[config.mk]
export PLATFORM = sky130hd
export DESIGN_NAME = ddram_burst_exerciser
export DESIGN_NICKNAME = d
export VERILOG_FILES = /design/src/rtl/ddram_burst_exerciser.sv
export SDC_FILE = /design/constraint.sdc
export NUM_CORES = 1
export LEC_CHECK = 0
export CAP_MARGIN = 20
export CORE_MARGIN = 10
export CORE_UTILIZATION = 54
export CTS_BUF_LIST = sky130_fd_sc_hd__clkbuf_2
export CTS_CLUSTER_SIZE = 24
export DETAILED_ROUTE_END_ITERATION = 10
export PLACE_DENSITY_LB_ADDON = 0.05
export SYNTH_ARGS = -nofsm -noshare
export SYNTH_HDL_FRONTEND = slang
export SYNTH_SLANG_ARGS = --single-unit
[constraint.sdc]
create_clock -name clk -period 4.3 [get_ports clk]
set_input_delay 0.86 -clock clk [delete_from_list [all_inputs] [get_ports clk]]
set_output_delay 0.86 -clock clk [all_outputs]
set_load 0.005 [all_outputs]
[src/rtl/ddram_burst_exerciser.sv]
`default_nettype none
// ============================================================================
//  Module      : ddram_burst_exerciser
//  Description : Avalon-MM burst traffic generator / checker for DDRAM bring-up.
//                Issues read, write or write-then-verify bursts with a
//                configurable base address, length and inter-burst gap, and
//                supports a clean stop at a burst boundary or an abrupt abort.
//  Revision    : 1.0 - initial release
// ============================================================================
module ddram_burst_exerciser #(
    parameter int ADDR_W    = 29,
    parameter int DATA_W    = 64,
    parameter int BURST_MAX = 128,
    parameter int WAIT_W    = 10
) (
    input  logic                  clk,
    input  logic                  reset,
    input  logic [7:0]            i_cfg_burst,
    input  logic [ADDR_W-1:0]     i_cfg_addr,
    input  logic [WAIT_W-1:0]     i_cfg_gap,
    input  logic [1:0]            i_cfg_mode,
    input  logic                  i_cfg_hold,
    input  logic                  i_safe_stop,
    input  logic                  i_abort,
    input  logic                  i_ddr_busy,
    output logic [7:0]            o_ddr_burstcnt,
    output logic [ADDR_W-1:0]     o_ddr_addr,
    input  logic [DATA_W-1:0]     i_ddr_dout,
    input  logic                  i_ddr_dout_rdy,
    output logic                  o_ddr_rd,
    output logic [DATA_W-1:0]     o_ddr_din,
    output logic [DATA_W/8-1:0]   o_ddr_be,
    output logic                  o_ddr_we,
    output logic                  o_running,
    output logic                  o_stopped,
    output logic                  o_err,
    output logic [15:0]           o_err_cnt,
    output logic [31:0]           o_burst_num
);

    localparam logic [7:0] c_BURST_MAX = 8'(BURST_MAX);
    localparam logic [1:0] c_MODE_RD   = 2'd0;
    localparam logic [1:0] c_MODE_WV   = 2'd2;

    typedef enum logic [2:0] {
        S_IDLE    = 3'd0,
        S_GAP     = 3'd1,
        S_WR      = 3'd2,
        S_RD_REQ  = 3'd3,
        S_RD_DATA = 3'd4,
        S_STOPPED = 3'd5
    } state_t;

    state_t              r_state;
    logic [WAIT_W-1:0]   r_gap_cnt;
    logic [7:0]          r_len;
    logic [7:0]          r_beat;
    logic [1:0]          r_mode;
    logic                r_hold;
    logic [ADDR_W-1:0]   r_base;
    logic                r_safe;
    logic                r_rd;
    logic                r_we;
    logic [7:0]          r_burstcnt;
    logic [ADDR_W-1:0]   r_addr;
    logic [DATA_W-1:0]   r_din;
    logic                r_err;
    logic [15:0]         r_err_cnt;
    logic [31:0]         r_burst_num;

    logic [7:0]          w_len;
    logic [1:0]          w_mode;
    logic [7:0]          w_beat_nxt;
    logic                w_last;
    logic                w_stop_req;
    logic                w_mismatch;

    // Data word for beat b of burst n: burst number above, beat index in the low byte.
    function automatic logic [DATA_W-1:0] f_pattern(input logic [31:0] n, input logic [7:0] b);
        return DATA_W'({n, b});
    endfunction

    // Clamp the requested burst length into 1..BURST_MAX and fold the reserved mode onto read.
    always_comb begin
        w_len = i_cfg_burst;
        if (i_cfg_burst == 8'd0) begin
            w_len = 8'd1;
        end else if (i_cfg_burst > c_BURST_MAX) begin
            w_len = c_BURST_MAX;
        end
    end

    assign w_mode     = (i_cfg_mode == 2'd3) ? c_MODE_RD : i_cfg_mode;
    assign w_beat_nxt = r_beat + 8'd1;
    assign w_last     = (r_beat == (r_len - 8'd1));
    // A stop request arriving on the completing cycle itself is honoured too.
    assign w_stop_req = r_safe | i_safe_stop;
    assign w_mismatch = (i_ddr_dout != f_pattern(r_burst_num, r_beat));

    // Burst sequencer: gap timing, command/beat issue, read checking and stop handling.
    always_ff @(posedge clk) begin
        if (reset) begin
            r_state     <= S_IDLE;
            r_gap_cnt   <= '0;
            r_len       <= 8'd1;
            r_beat      <= '0;
            r_mode      <= c_MODE_RD;
            r_hold      <= 1'b0;
            r_base      <= '0;
            r_safe      <= 1'b0;
            r_rd        <= 1'b0;
            r_we        <= 1'b0;
            r_burstcnt  <= '0;
            r_addr      <= '0;
            r_din       <= '0;
            r_err       <= 1'b0;
            r_err_cnt   <= '0;
            r_burst_num <= '0;
        end else begin
            if (i_safe_stop) begin
                r_safe <= 1'b1;
            end
            if (i_abort && (r_state != S_STOPPED)) begin
                // Deliberately drops rd/we mid-burst to stress the controller.
                r_state <= S_STOPPED;
                r_rd    <= 1'b0;
                r_we    <= 1'b0;
            end else begin
                case (r_state)
                    S_IDLE: begin
                        r_gap_cnt <= '0;
                        r_state   <= S_GAP;
                    end
                    S_GAP: begin
                        if (r_gap_cnt >= i_cfg_gap) begin
                            r_gap_cnt  <= '0;
                            r_len      <= w_len;
                            r_mode     <= w_mode;
                            r_hold     <= i_cfg_hold;
                            r_base     <= i_cfg_addr;
                            r_beat     <= '0;
                            r_burstcnt <= w_len;
                            r_addr     <= i_cfg_addr;
                            if (w_mode == c_MODE_RD) begin
                                r_rd    <= 1'b1;
                                r_state <= S_RD_REQ;
                            end else begin
                                r_we    <= 1'b1;
                                r_din   <= f_pattern(r_burst_num, 8'd0);
                                r_state <= S_WR;
                            end
                        end else begin
                            r_gap_cnt <= r_gap_cnt + WAIT_W'(1);
                        end
                    end
                    S_WR: begin
                        if (!i_ddr_busy) begin
                            if (!r_hold) begin
                                r_burstcnt <= 8'd1;
                                r_addr     <= '0;
                            end
                            if (w_last) begin
                                r_we <= 1'b0;
                                if (r_mode == c_MODE_WV) begin
                                    // Verify read of the same region follows directly.
                                    r_rd       <= 1'b1;
                                    r_burstcnt <= r_len;
                                    r_addr     <= r_base;
                                    r_state    <= S_RD_REQ;
                                end else begin
                                    r_burst_num <= r_burst_num + 32'd1;
                                    r_state     <= w_stop_req ? S_STOPPED : S_GAP;
                                end
                            end else begin
                                r_beat <= w_beat_nxt;
                                r_din  <= f_pattern(r_burst_num, w_beat_nxt);
                            end
                        end
                    end
                    S_RD_REQ: begin
                        if (!i_ddr_busy) begin
                            r_rd    <= 1'b0;
                            r_beat  <= '0;
                            r_state <= S_RD_DATA;
                            if (!r_hold) begin
                                r_burstcnt <= 8'd1;
                                r_addr     <= '0;
                            end
                        end
                    end
                    S_RD_DATA: begin
                        if (i_ddr_dout_rdy) begin
                            if ((r_mode == c_MODE_WV) && w_mismatch) begin
                                r_err <= 1'b1;
                                if (r_err_cnt != 16'hFFFF) begin
                                    r_err_cnt <= r_err_cnt + 16'd1;
                                end
                            end
                            if (w_last) begin
                                r_burst_num <= r_burst_num + 32'd1;
                                r_state     <= w_stop_req ? S_STOPPED : S_GAP;
                            end else begin
                                r_beat <= w_beat_nxt;
                            end
                        end
                    end
                    S_STOPPED: begin
                        r_rd <= 1'b0;
                        r_we <= 1'b0;
                    end
                    default: begin
                        r_state <= S_IDLE;
                    end
                endcase
            end
        end
    end

    assign o_ddr_rd       = r_rd;
    assign o_ddr_we       = r_we;
    assign o_ddr_burstcnt = r_burstcnt;
    assign o_ddr_addr     = r_addr;
    assign o_ddr_din      = r_din;
    assign o_ddr_be       = '1;
    assign o_running      = (r_state != S_IDLE) && (r_state != S_STOPPED);
    assign o_stopped      = (r_state == S_STOPPED);
    assign o_err          = r_err;
    assign o_err_cnt      = r_err_cnt;
    assign o_burst_num    = r_burst_num;

endmodule
`default_nettype wire

==> run summary <==
GR Overflow Total: 0
CTS clk-pin slew, worst paths: 0.32 ns
RSZ-0062 raised after global routing: no
WP data required: 3.44 ns
data arrival time of the worst path: 2.68 ns
die area: 24600 um2
Distinct cells, synth: 67
die width: 157 um
Fin. Hold Viols: 0
most common cell after layout, fill and taps aside: clkdlybuf4s50_1
core box area: 18200 um2
clock sinks: 190
Yosys top cell by area: dfxtp_1
WL final: 30700 um
Vias: 9868
critical path capture point type: primary output
Crit path max-delay family: buffers and inverters
Hold Path Class: reg2reg
hold path endpoint: o_ddr_din[33]$_SDFFE_PP0P_
FF-to-FF path depth: 11
fraction of registers with async set/reset: 0%
PD cells: 232 nW/um2
Root Buffer Master: clkbuf_2
Slew headroom: 43.3%
clk_skew: 0.0572 ns
Critical R2R Launch: r_len[0]$_SDFFE_PP1P_
FF-to-FF End: o_ddr_addr[21]$_SDFFE_PP0P_
top-area cell type share of the netlist area: 37.7%
top cells by area, synth: dfxtp_1, nand2_1, a21oi_1
Yosys reg bits: 190
global-route wire length before repair: 48100 um
worst-skew pair later-pin latency: 0.83 ns
Post-CTS Hold Fix Bufs: 0
share of layout cells above drive strength 1: 5.50%
crit share post-route: 82.3%
most repeated library cell on the critical path: inv_1
first-pass detailed-route iteration total: 5
post-cts gate resize count: 0
fin cells: 1722
Hold Path Origin: o_ddr_din[33]$_SDFFE_PP0P_
worst hold stages: 2
most frequent cells in the layout: clkdlybuf4s50_1, nand2_1, dfxtp_1, a21oi_1, xnor2_1
sequential area share after synthesis: 37.7%
DP Wirelength: 21900 um
Max Freq: 0.283 GHz
Initial Util: 55.5%
final setup TNS: 0 ns
largest net degree at the start of global routing: 74
nets: 1615
EDFF count, synth: 0
max-slew violations: 0
htree depth: 4
Final Power: 2.95 mW
Iter 0 DRT Violations: 758
Final Wtd Congestion: 0.907
CP max stage delay: 0.59 ns
Num CTS Buffers: 17
drt via density: 5.73
Routed Antenna Nets: 0
chip height: 157 um
Leak: 4.34 nW
CP max-delay cell: dfxtp_1
CTS tree: yes
Ys Warns: 0
Setup Buffers After CTS: 0
status: finished clean
CP bufs+invs: 3
WL/cell: 17.8 um
Worst Max-Slew Pin Slew: 0.849 ns
port bufs: 249
Final min period: 3.54 ns
crit start category: flip-flop
Final setup viols: 0
post-synthesis instance total: 1293
Layout area overhead: 26.2%
Max clock buf depth: 2
drc violations: 0
reg-to-reg setup timing slack: 1.00 ns
critical path type: reg2out
Syn Area/Cell: 7.81 um2
top_reg_cell synth: dfxtp_1
CP cell instances: inv_1 -> nor2_1 -> nand2_1 -> inv_1 -> clkdlybuf4s50_1
CP Launch Point: r_state[2]$_SDFFE_PP0P_
cell row count: 49
Crit Path Max Fanout: 10
max cap viols: 0
Post-Place Cells: 1687
Worst IR Drop VDD: 0.000237 V
initial antenna violation count: 2
vias in the first global route: 9198
IO Pins: 282
All-Layer GR Usage: 23.8%
mapped cell area: 10100 um2
## routing by layer
| metal | vias up | share of wire, % | global-route usage (%) |
|---|---|---|---|
| met5 | - | 0 | 0 |
| met2 | 358 | 48 | 39.7 |
| met1 | 4653 | 42 | 29.8 |
| met4 | 0 | 1.1 | 5.30 |
| li1 | 4827 | - | - |
| met3 | 30 | 8.5 | 6.66 |
## tightest hold or removal path, stage by stage, from the launching register on
cell and delay (ns):
dfxtp_1 0.38, nand2_1 0.05, a21oi_1 0.05
## area by class of cell
cell class              count  area [um2]
well taps                 229         287
clock buffers              17        85.1
inverters                  34         128
multi-input cells         968        5610
diodes                      2        5.00
flip-flops and latches    190        3800
fillers                  1588        5470
clock inverters            15         148
repair buffers            267        2670
## synthesized netlist by cell type (11+ instances only)
library cell,count
a21oi_1,144
a31o_1,32
and3_1,15
buf_2,13
buf_4,36
clkbuf_1,69
dfxtp_1,190
ha_1,17
inv_1,34
nand2_1,221
nand3_1,67
nand3b_1,11
nand4_1,55
nor2_1,72
nor3_1,18
nor4_1,19
o21ai_0,48
o21ai_1,12
or3_1,13
xnor2_1,72
xor2_1,18
## kinds of logic (layout without fill, tap and decap cells)
logic type | Yosys count | in the layout | synth area share [%]
AOI/OAI and AO/OA | 286 | 286 | 17.5
xor gates and xnor gates | 90 | 90 | 7.81
adders and majority gates | 17 | 17 | 2.11
buffers and inverters | 165 | 333 | 8.08
DFF | 190 | 190 | 37.7
muxes | 7 | 7 | 0.706
other | 2 | 34 | 0.0744
and+or+nand+nor | 536 | 536 | 26.1
## how the worst max path moves through the flow
stage	end	slack, ns	cells past startpoint
3_3_place_gp	o_ddr_din[34]$_SDFFE_PP0P_	0.85	10
4_1_cts	o_stopped	0.77	5
2_1_floorplan	o_ddr_addr[20]$_SDFFE_PP0P_	1.28	10
3_5_place_dp	o_ddr_din[14]$_SDFFE_PP0P_	0.75	10
5_1_grt	o_stopped	0.59	5
6_report	o_stopped	0.76	5
## state kept, by name, indices dropped and copies added, names as in the netlist, 8 cells and up
name / count
o_ddr_din: 40
o_burst_num: 32
o_ddr_addr: 29
r_base: 29
o_err_cnt: 16
r_gap_cnt: 10
o_ddr_burstcnt: 8
r_beat: 8
r_len: 8
## per-stage QoR
stage	cell area [um2]	hold slack, ns	worst slack, ns	util [%]
finish	12700	0.471	0.762	70.0
detailed placement	12500	0.445	0.753	68.5
floorplan	10200	0.425	1.28	-
global placement	12500	0.440	0.852	68.5
global route	12700	0.488	0.588	70.0
CTS	12700	0.472	0.771	69.8
## report_power, final
group / leakage (nW) / total (mW) / switching [mW] / internal (mW)
sequential: 1.53 / 1.78 / 0.00845 / 1.77
combinational: 2.67 / 0.268 / 0.125 / 0.143
clock: 0.139 / 0.904 / 0.716 / 0.189
total: 4.34 / 2.95 / 0.849 / 2.11
Power figures use the tool's default switching activity.
